===== config.mk =====
export PLATFORM = sky130hd
export DESIGN_NAME = serial_cmd_engine
export DESIGN_NICKNAME = d
export VERILOG_FILES = /design/src/rtl/serial_cmd_engine.sv
export SDC_FILE = /design/constraint.sdc
export NUM_CORES = 2
export LEC_CHECK = 0
export BUFFER_PORTS_ARGS = -buffer_cell sky130_fd_sc_hd__buf_2
export CAP_MARGIN = 15
export CORE_UTILIZATION = 40
export DETAILED_ROUTE_END_ITERATION = 7
export SKIP_LAST_GASP = 1
export SLEW_MARGIN = 5
export SYNTH_ARGS = -nofsm -noshare
export SYNTH_HDL_FRONTEND = slang
export SYNTH_SLANG_ARGS = --single-unit

===== constraint.sdc =====
create_clock -name clk -period 6.9 [get_ports clk]
set_clock_uncertainty 0.1 [all_clocks]
set_input_delay 0.69 -clock clk [delete_from_list [all_inputs] [get_ports clk]]
set_output_delay 0.69 -clock clk [all_outputs]
set_load 0.02 [all_outputs]

===== src/rtl/serial_cmd_engine.sv =====
`default_nettype none
// ============================================================================
// Module      : serial_cmd_engine
// Description : Byte-stream command decoder between a UART rx/tx byte port and
//               the trigger/histogram logic. Decodes opcode + argument bytes
//               into an addressable config register file, snapshots histogram
//               channels for readout, drives one-cycle strobes, enforces an
//               inter-byte timeout and counts protocol errors.
//               Optional trailing XOR checksum on every response:
//               define SERIAL_CMD_CHECKSUM_EN to enable it.
// Revision    : 1.0 - initial release
// ============================================================================
module serial_cmd_engine #(
  parameter int                         NUM_HISTOS     = 8,
  parameter int                         HISTO_W        = 32,
  parameter int                         NUM_REGS       = 16,
  parameter int                         REG_W          = 32,
  parameter logic [NUM_REGS*REG_W-1:0]  REG_INIT       = {NUM_REGS*REG_W{1'b0}},
  parameter logic [7:0]                 FW_VERSION     = 8'd8,
  parameter int                         TIMEOUT_CYCLES = 1000000
) (
  input  logic                           clk,
  input  logic                           rstn,
  input  logic                           rx_ready,
  input  logic [7:0]                     rx_data,
  input  logic                           tx_busy,
  output logic                           tx_start,
  output logic [7:0]                     tx_data,
  input  logic [NUM_HISTOS*HISTO_W-1:0]  histos,
  output logic                           hist_reset,
  output logic [NUM_REGS*REG_W-1:0]      regs,
  output logic [7:0]                     pulse_out,
  output logic [7:0]                     err_count,
  output logic                           busy
);

  localparam int c_reg_bytes  = REG_W / 8;
  localparam int c_hist_bits  = NUM_HISTOS * HISTO_W;
  localparam int c_hist_bytes = c_hist_bits / 8;
  localparam int c_resp_max   = (c_hist_bytes > c_reg_bytes) ? c_hist_bytes : c_reg_bytes;
  localparam int c_buf_w      = c_resp_max * 8;
`ifdef SERIAL_CMD_CHECKSUM_EN
  localparam int c_extra      = 1;
`else
  localparam int c_extra      = 0;
`endif
  localparam int c_idx_w      = $clog2(c_resp_max + c_extra + 1);
  // Longest argument list is the write: address byte plus a full register.
  localparam int c_cnt_w      = $clog2(c_reg_bytes + 2);
  // The timeout counter only needs to reach TIMEOUT_CYCLES-1.
  localparam int c_tmo_w      = (TIMEOUT_CYCLES > 1) ? $clog2(TIMEOUT_CYCLES) : 1;
  localparam int c_aw         = (NUM_REGS > 1) ? $clog2(NUM_REGS) : 1;

  localparam logic [c_tmo_w-1:0] c_tmo_last = c_tmo_w'(TIMEOUT_CYCLES - 1);
  localparam logic [8:0]         c_num_regs = 9'(NUM_REGS);

  localparam logic [7:0] c_op_ver   = 8'h00;
  localparam logic [7:0] c_op_wr    = 8'h01;
  localparam logic [7:0] c_op_rd    = 8'h02;
  localparam logic [7:0] c_op_hist  = 8'h03;
  localparam logic [7:0] c_op_pulse = 8'h04;

  typedef enum logic [2:0] {
    S_IDLE     = 3'd0,
    S_ARGS     = 3'd1,
    S_EXEC     = 3'd2,
    S_SNAP     = 3'd3,
    S_SEND     = 3'd4,
    S_SEND_GAP = 3'd5
  } state_t;

  state_t               r_state;
  state_t               state_nxt;
  logic [7:0]           r_opcode;
  logic [c_cnt_w-1:0]   r_args_needed;
  logic [c_cnt_w-1:0]   r_arg_cnt;
  logic [c_tmo_w-1:0]   r_tmo;
  logic [7:0]           r_addr;
  logic [REG_W-1:0]     r_wdata;
  logic [c_buf_w-1:0]   r_buf;
  logic [c_idx_w-1:0]   r_len;
  logic [c_idx_w-1:0]   r_idx;
  logic [REG_W-1:0]     r_regs [NUM_REGS];

  logic                 w_err;
  logic                 w_addr_ok;
  logic [c_aw-1:0]      w_ridx;
  logic [c_idx_w-1:0]   w_total;
  logic [7:0]           w_tx_byte;

  assign w_addr_ok = ({1'b0, r_addr} < c_num_regs);
  assign w_ridx    = r_addr[c_aw-1:0];

  // Number of argument bytes that follow each opcode.
  function automatic logic [c_cnt_w-1:0] args_for(input logic [7:0] op);
    case (op)
      c_op_wr:             args_for = c_cnt_w'(c_reg_bytes + 1);
      c_op_rd, c_op_pulse: args_for = c_cnt_w'(1);
      default:             args_for = '0;
    endcase
  endfunction

  for (genvar k = 0; k < NUM_REGS; k++) begin : g_regs
    assign regs[k*REG_W +: REG_W] = r_regs[k];
  end

`ifdef SERIAL_CMD_CHECKSUM_EN
  logic [7:0] r_csum;

  // The checksum byte goes out once every payload byte has been sent.
  assign w_total   = r_len + c_idx_w'(1);
  assign w_tx_byte = (r_idx == r_len) ? r_csum : r_buf[7:0];

  // Running XOR of payload bytes as they leave the buffer.
  always_ff @(posedge clk or negedge rstn) begin
    if (!rstn) begin
      r_csum <= '0;
    end else if (r_state == S_EXEC) begin
      r_csum <= '0;
    end else if (r_state == S_SEND && !tx_busy) begin
      r_csum <= r_csum ^ r_buf[7:0];
    end
  end
`else
  assign w_total   = r_len;
  assign w_tx_byte = r_buf[7:0];
`endif

  // State register.
  always_ff @(posedge clk or negedge rstn) begin
    if (!rstn) r_state <= S_IDLE;
    else       r_state <= state_nxt;
  end

  // Next-state decode, error events and strobe outputs.
  always_comb begin
    state_nxt  = r_state;
    w_err      = 1'b0;
    tx_start   = 1'b0;
    tx_data    = 8'h00;
    hist_reset = 1'b0;
    pulse_out  = 8'h00;
    busy       = (r_state != S_IDLE);
    case (r_state)
      S_IDLE: begin
        if (rx_ready) state_nxt = (args_for(rx_data) == '0) ? S_EXEC : S_ARGS;
      end
      S_ARGS: begin
        if (rx_ready) begin
          if (r_arg_cnt + c_cnt_w'(1) == r_args_needed) state_nxt = S_EXEC;
        end else if (r_tmo == c_tmo_last) begin
          state_nxt = S_IDLE;
          w_err     = 1'b1;
        end
      end
      S_EXEC: begin
        w_err = rx_ready;
        case (r_opcode)
          c_op_ver:  state_nxt = S_SEND;
          c_op_wr: begin
            state_nxt = S_IDLE;
            if (!w_addr_ok) w_err = 1'b1;
          end
          c_op_rd: begin
            state_nxt = S_SEND;
            if (!w_addr_ok) w_err = 1'b1;
          end
          c_op_hist: state_nxt = S_SNAP;
          c_op_pulse: begin
            state_nxt = S_IDLE;
            pulse_out = r_addr;
          end
          default: begin
            state_nxt = S_IDLE;
            w_err     = 1'b1;
          end
        endcase
      end
      S_SNAP: begin
        w_err      = rx_ready;
        hist_reset = 1'b1;
        state_nxt  = S_SEND;
      end
      S_SEND: begin
        w_err = rx_ready;
        if (!tx_busy) begin
          tx_start  = 1'b1;
          tx_data   = w_tx_byte;
          state_nxt = S_SEND_GAP;
        end
      end
      S_SEND_GAP: begin
        w_err     = rx_ready;
        state_nxt = (r_idx == w_total) ? S_IDLE : S_SEND;
      end
      default: state_nxt = S_IDLE;
    endcase
  end

  // Command capture, argument assembly, timeout and response buffer.
  always_ff @(posedge clk or negedge rstn) begin
    if (!rstn) begin
      r_opcode      <= '0;
      r_args_needed <= '0;
      r_arg_cnt     <= '0;
      r_tmo         <= '0;
      r_addr        <= '0;
      r_wdata       <= '0;
      r_buf         <= '0;
      r_len         <= '0;
      r_idx         <= '0;
    end else begin
      case (r_state)
        S_IDLE: begin
          if (rx_ready) begin
            r_opcode      <= rx_data;
            r_args_needed <= args_for(rx_data);
            r_arg_cnt     <= '0;
            r_tmo         <= '0;
          end
        end
        S_ARGS: begin
          if (rx_ready) begin
            // First argument is the address/mask, the rest fill the register LSB first.
            if (r_arg_cnt == '0) r_addr  <= rx_data;
            else                 r_wdata <= REG_W'({rx_data, r_wdata} >> 8);
            r_arg_cnt <= r_arg_cnt + c_cnt_w'(1);
            r_tmo     <= '0;
          end else begin
            r_tmo <= r_tmo + c_tmo_w'(1);
          end
        end
        S_EXEC: begin
          r_idx <= '0;
          r_buf <= '0;
          case (r_opcode)
            c_op_ver: begin
              r_buf[7:0] <= FW_VERSION;
              r_len      <= c_idx_w'(1);
            end
            c_op_rd: begin
              if (w_addr_ok) r_buf[REG_W-1:0] <= r_regs[w_ridx];
              r_len <= c_idx_w'(c_reg_bytes);
            end
            c_op_hist: begin
              r_buf[c_hist_bits-1:0] <= histos;
              r_len                  <= c_idx_w'(c_hist_bytes);
            end
            default: ;
          endcase
        end
        S_SEND: begin
          if (!tx_busy) begin
            r_buf <= r_buf >> 8;
            r_idx <= r_idx + c_idx_w'(1);
          end
        end
        default: ;
      endcase
    end
  end

  // Config register file: loads REG_INIT on reset, written only in EXEC.
  always_ff @(posedge clk or negedge rstn) begin
    if (!rstn) begin
      for (int k = 0; k < NUM_REGS; k++) r_regs[k] <= REG_INIT[k*REG_W +: REG_W];
    end else if (r_state == S_EXEC && r_opcode == c_op_wr && w_addr_ok) begin
      r_regs[w_ridx] <= r_wdata;
    end
  end

  // Saturating error counter; coincident error events count once.
  always_ff @(posedge clk or negedge rstn) begin
    if (!rstn)                         err_count <= '0;
    else if (w_err && err_count != 8'hFF) err_count <= err_count + 8'd1;
  end

endmodule
`default_nettype wire


# After elaboration in Yosys (flattened, before gate mapping)
# Cells that the tools add are included.
[totals] register_bits=865 input_bits=268 word_cells=127
[op_classes] eq_ne=21 bitwise_logic=2 n_addsub=4 n_lt_le_gt_ge=3 reduce_logical=25 muxes=45
[op_table] operator="$bwmux W512" count=1
[op_table] operator="$pmux W256 S2" count=1
[op_table] operator="$mux W256" count=1
[op_table] operator="$mux W224" count=1
[op_table] operator="$bmux W32 S4" count=1
[op_table] operator="$demux W32 S4" count=1
[op_table] operator="$mux W32" count=4
[op_table] operator="$pmux W24 S2" count=1
[op_table] operator="$mux W20" count=2
[op_table] operator="$pmux W20 S2" count=1
[op_table] operator="$mux W8" count=4
[op_table] operator="$mux W3" count=10
[op_table] operator="$eq A8 B2 Y1 const B" count=3
[op_table] operator="$pmux W8 S3" count=1
[op_table] operator="$add A20 B1 Y20 const B" count=1
[op_table] operator="$eq A20 B20 Y1 const B" count=1
[op_table] operator="$pmux W3 S2" count=3
[op_table] operator="$pmux W3 S6" count=1
[op_table] operator="$pmux W6 S3" count=1
[op_table] operator="$eq A8 B1 Y1 const B" count=2
[op_table] operator="$eq A8 B3 Y1 const B" count=2
[op_table] operator="$pmux W6 S2" count=1
[op_table] operator="$logic_not A3 Y1" count=3
[op_table] operator="$reduce_and A3 Y1" count=3
[op_table] operator="29 further kinds" count=50

# Depth between registers and ports, before layout
[logic_depth] depth_word=9 mapped_depth=9 depth_no_buf=6

# Worst setup path before layout
# Ideal clock, no wire load.
[synth_path] path_kind="register to output" from="register r_state[0]" to="output port tx_data[0]" n_path_buf=5 arrival_ns=2.411 required_time_ns=6.110 stages_incl_launch_ff=9 path_slack_ns=3.699 path_cell_list="dfrtp_1 > buf_2 > or3b_2 > clkbuf_1 > nor2_1 > clkbuf_1 > clkbuf_1 > clkbuf_1 > and2_1"
[synth_between] elab_chain_cells=2
[synth_rtl] element="from (decl)" line="72" source="state_t r_state;"
[synth_rtl] element="from (signal assigned)" line="132" source="else r_state <= state_nxt;"
[synth_rtl] element="$eq A3 B3 Y1" line="144" source="case (r_state)"
[synth_rtl] element="$mux W8" line="144"
[synth_rtl] element="to (decl)" line="28" source="output logic [7:0] tx_data,"
# No other way between the ends.

# Worst setup path in the final report
# Same ends and word-level chain as after synthesis.

==> results.ini <==
[detailed_routing]
avgViaCountPerCell=5.626
routed_wl_mm=144.4
drtAntennaViolNets=0
drcViolationCount=0
vias=28430
drtIter0Drc=2530
first_pass_iters=8
wire_per_inst_um=28.57

[worst_setup_path]
crit_required_ps=6110
regToRegSetupSlack_ps=2500
critPathArrivalTime_ps=4030
worstSetupStartpointType=flop
crit_fanout=65
worst_path_largest_cell_delay_ps=880
worstSetupPathType=reg2out
r2r-start=r_state[0]
slowest_stage=or3b_2
path_cells=or3b_2, nor2_4, buf_4, and2_1, buf_2
reg2reg_depth=6
cp-end-kind=output port
r2r-end=r_buf[147]

[die]
io_pins=807
core_mm2=0.09558
initial_core_util=0.4058
die_area_mm2=0.09820
rows=113
die_h_um=313.4
die_w_um=313.4

[power]
power_frac_comb=0.182
internal-power_mw=9.363
leakage_nw=24.71
clkPwrFrac=0.369
switching_power_mw=4.601
peakVddDrop_v=0.0002656
p_per_area_mw_per_mm2=296.5
swShare=0.3295
p_seq_frac=0.450

[synthesis]
yosysSeqAreaShare=0.5556
avgSynthCellArea_um2=12.94
synth_top_area_frac=0.5556
yosys.area.top_type=dfrtp_1
yosys-top-cells-area=dfrtp_1 56%, mux2_2 16%, mux4_2 7.2%, nand2_1 4.1%, a22oi_1 3.4%
synthFlopType=dfrtp_1
synth_cell_types=59
synth_cells=2996
synth_area_mm2=0.03878
async_flop_share=1.000
syn_nets=3269
ys_seq_elements=861
synth_edf_count=0
yosysWarningCount=0

[clocking]
cts_buffers=95
clockRootBuffer=clkbuf_16
cts_setup_buffers=0
htreeDepth=3
clock_latency_ps=700
cts.path.max_buffers=3
tritoncts=yes
cts.clk_slew.worst_paths_ps=60
cts_sinks=861

[global_routing]
grt.total_usage=0.2898
antenna_found_initial=22
gr-total-overflow=0
grt_pass1_wl_mm=206.7
grt_max_degree=177
grt_pass1_vias=28500

[run_status]
status=complete, no violations

[place]
place_area_mm2=0.04391
io_buffers=806
gp_congestion=0.8467
dp_hpwl_mm=102.0
dp_cells=4865

[hold_path]
hold-path-cell-count=3
holdCritPathClass=in2reg
min_from=histos[154]
holdPathEnd=r_buf[154]

[timing]
slew_headroom=0.2096
period_minus_slack_ps=4824
setup-violations-final=0
whs_ps=100.5
report.final.slew_viol_count=0
hold_viol_final=0
timing_worst_slew_pin_value_ps=1186
timing.final.crit_share=0.6991
max_freq_mhz=207.3
tns_ps=0
grt_setup_unrepaired=false

[finish]
fin_area_mm2=0.04709
drive_gt1_frac=0.4562
syn2layout_area_growth_pct=21.43
final_cells=5054
nets=3972

[run]
drv_cap=0

## logic make-up after synthesis
logic type,synth area share
flip-flops,0.5556
multiplexers,0.2558
AND/OR/NAND/NOR,0.08314
AO/OA/AOI/OAI,0.07220
buffers and inverters,0.02765
XOR/XNOR,0.004065
adder cells (fa/ha/maj),0.001613
## metal layers
metal	GRT usage	part of all wire	vias up
met1	0.3630	0.40	14800
met2	0.4695	0.48	996
li1	-	-	12380
met5	0	0.00092	-
met3	0.09526	0.085	238
met4	0.1017	0.036	20
## sequential cells by signal, indices dropped and copies added (netlist names), 6 cells and up
name       count
err_count      8
r_addr         8
r_buf        256
r_idx          6
r_opcode       8
r_tmo         20
r_wdata       32
regs         512
## synthesized netlist by cell type (12+ instances only)
library cell    n
dfrtp_1       861
mux2_2        565
nand2_1       420
a22oi_1       176
clkbuf_1      144
nor2_1        136
mux4_2        124
a21oi_1        70
buf_1          48
and3_1         42
a221oi_1       40
mux2i_1        37
mux2_1         35
o221ai_1       31
buf_4          30
o21ai_0        30
buf_2          20
and2_1         19
xor2_1         15
nand2b_1       14
a22o_1         12
nand3_1        12
nor3_1         12
## cells in the final DEF, fill, tap and decap left out, types with 30 or more instances in the layout
cell / instances
dfrtp_1: 857
buf_2: 806
mux2_2: 565
nand2_1: 420
a22oi_1: 176
nor2_1: 132
mux4_2: 124
clkbuf_16: 96
a21oi_1: 70
and3_1: 42
a221oi_1: 40
mux2i_1: 37
mux2_1: 35
o221ai_1: 31
buf_4: 31
o21ai_0: 30
## worst max-delay path, delay by kind of cell, from the launching register on
family | cells | cell delay [ps]
simple gates | 3 | 1880
flops | 1 | 590
buf+inv | 2 | 880
## layout make-up
type	count	area [um^2]
multi-input cells	1888	16270
clock buffers	136	2693
repair buffers	849	4492
well taps	1265	1583
clock inverters	39	444.2
fillers	8717	48490
inverters	4	15.01
diodes	12	30.03
flip-flops and latches	861	21560
## repair_timing
action / 4_1_cts / 5_1_grt
endpoints found under the hold margin: 5 / 0
resized for setup: 0 / 0
hold buffers: 1 / 0
## through the flow
stage                     setup WS (ps)  total power, mW  utilization
after floorplan                    3699            7.792            -
after global placement             2534            8.906       0.4594
after detailed placement           2470            8.933       0.4594
after CTS                          1985            14.10       0.4923
after global routing               1854            14.54       0.4925
final                              2076            13.96       0.4927
## how the worst max path moves through the flow
| stage | from | end | cells past startpoint |
|---|---|---|---|
| 2_1_floorplan | r_state[0] | tx_data[0] | 8 |
| 3_3_place_gp | r_addr[7] | regs[129] | 5 |
| 3_5_place_dp | r_state[0] | regs[138] | 6 |
| 4_1_cts | r_state[0] | tx_data[0] | 5 |
| 5_1_grt | r_state[0] | tx_data[0] | 5 |
| 6_report | r_state[0] | tx_data[0] | 5 |
## power by group through the flow
stage	sequential, mW	clock [mW]	combinational, mW
5_1_grt	6.34	5.44	2.76
4_1_cts	6.28	5.25	2.57
3_5_place_dp	6.37	0	2.57
2_1_floorplan	5.75	0	2.05
3_3_place_gp	6.37	0	2.54
6_report	6.28	5.15	2.54
No activity file was read; power rests on OpenSTA's default activity.
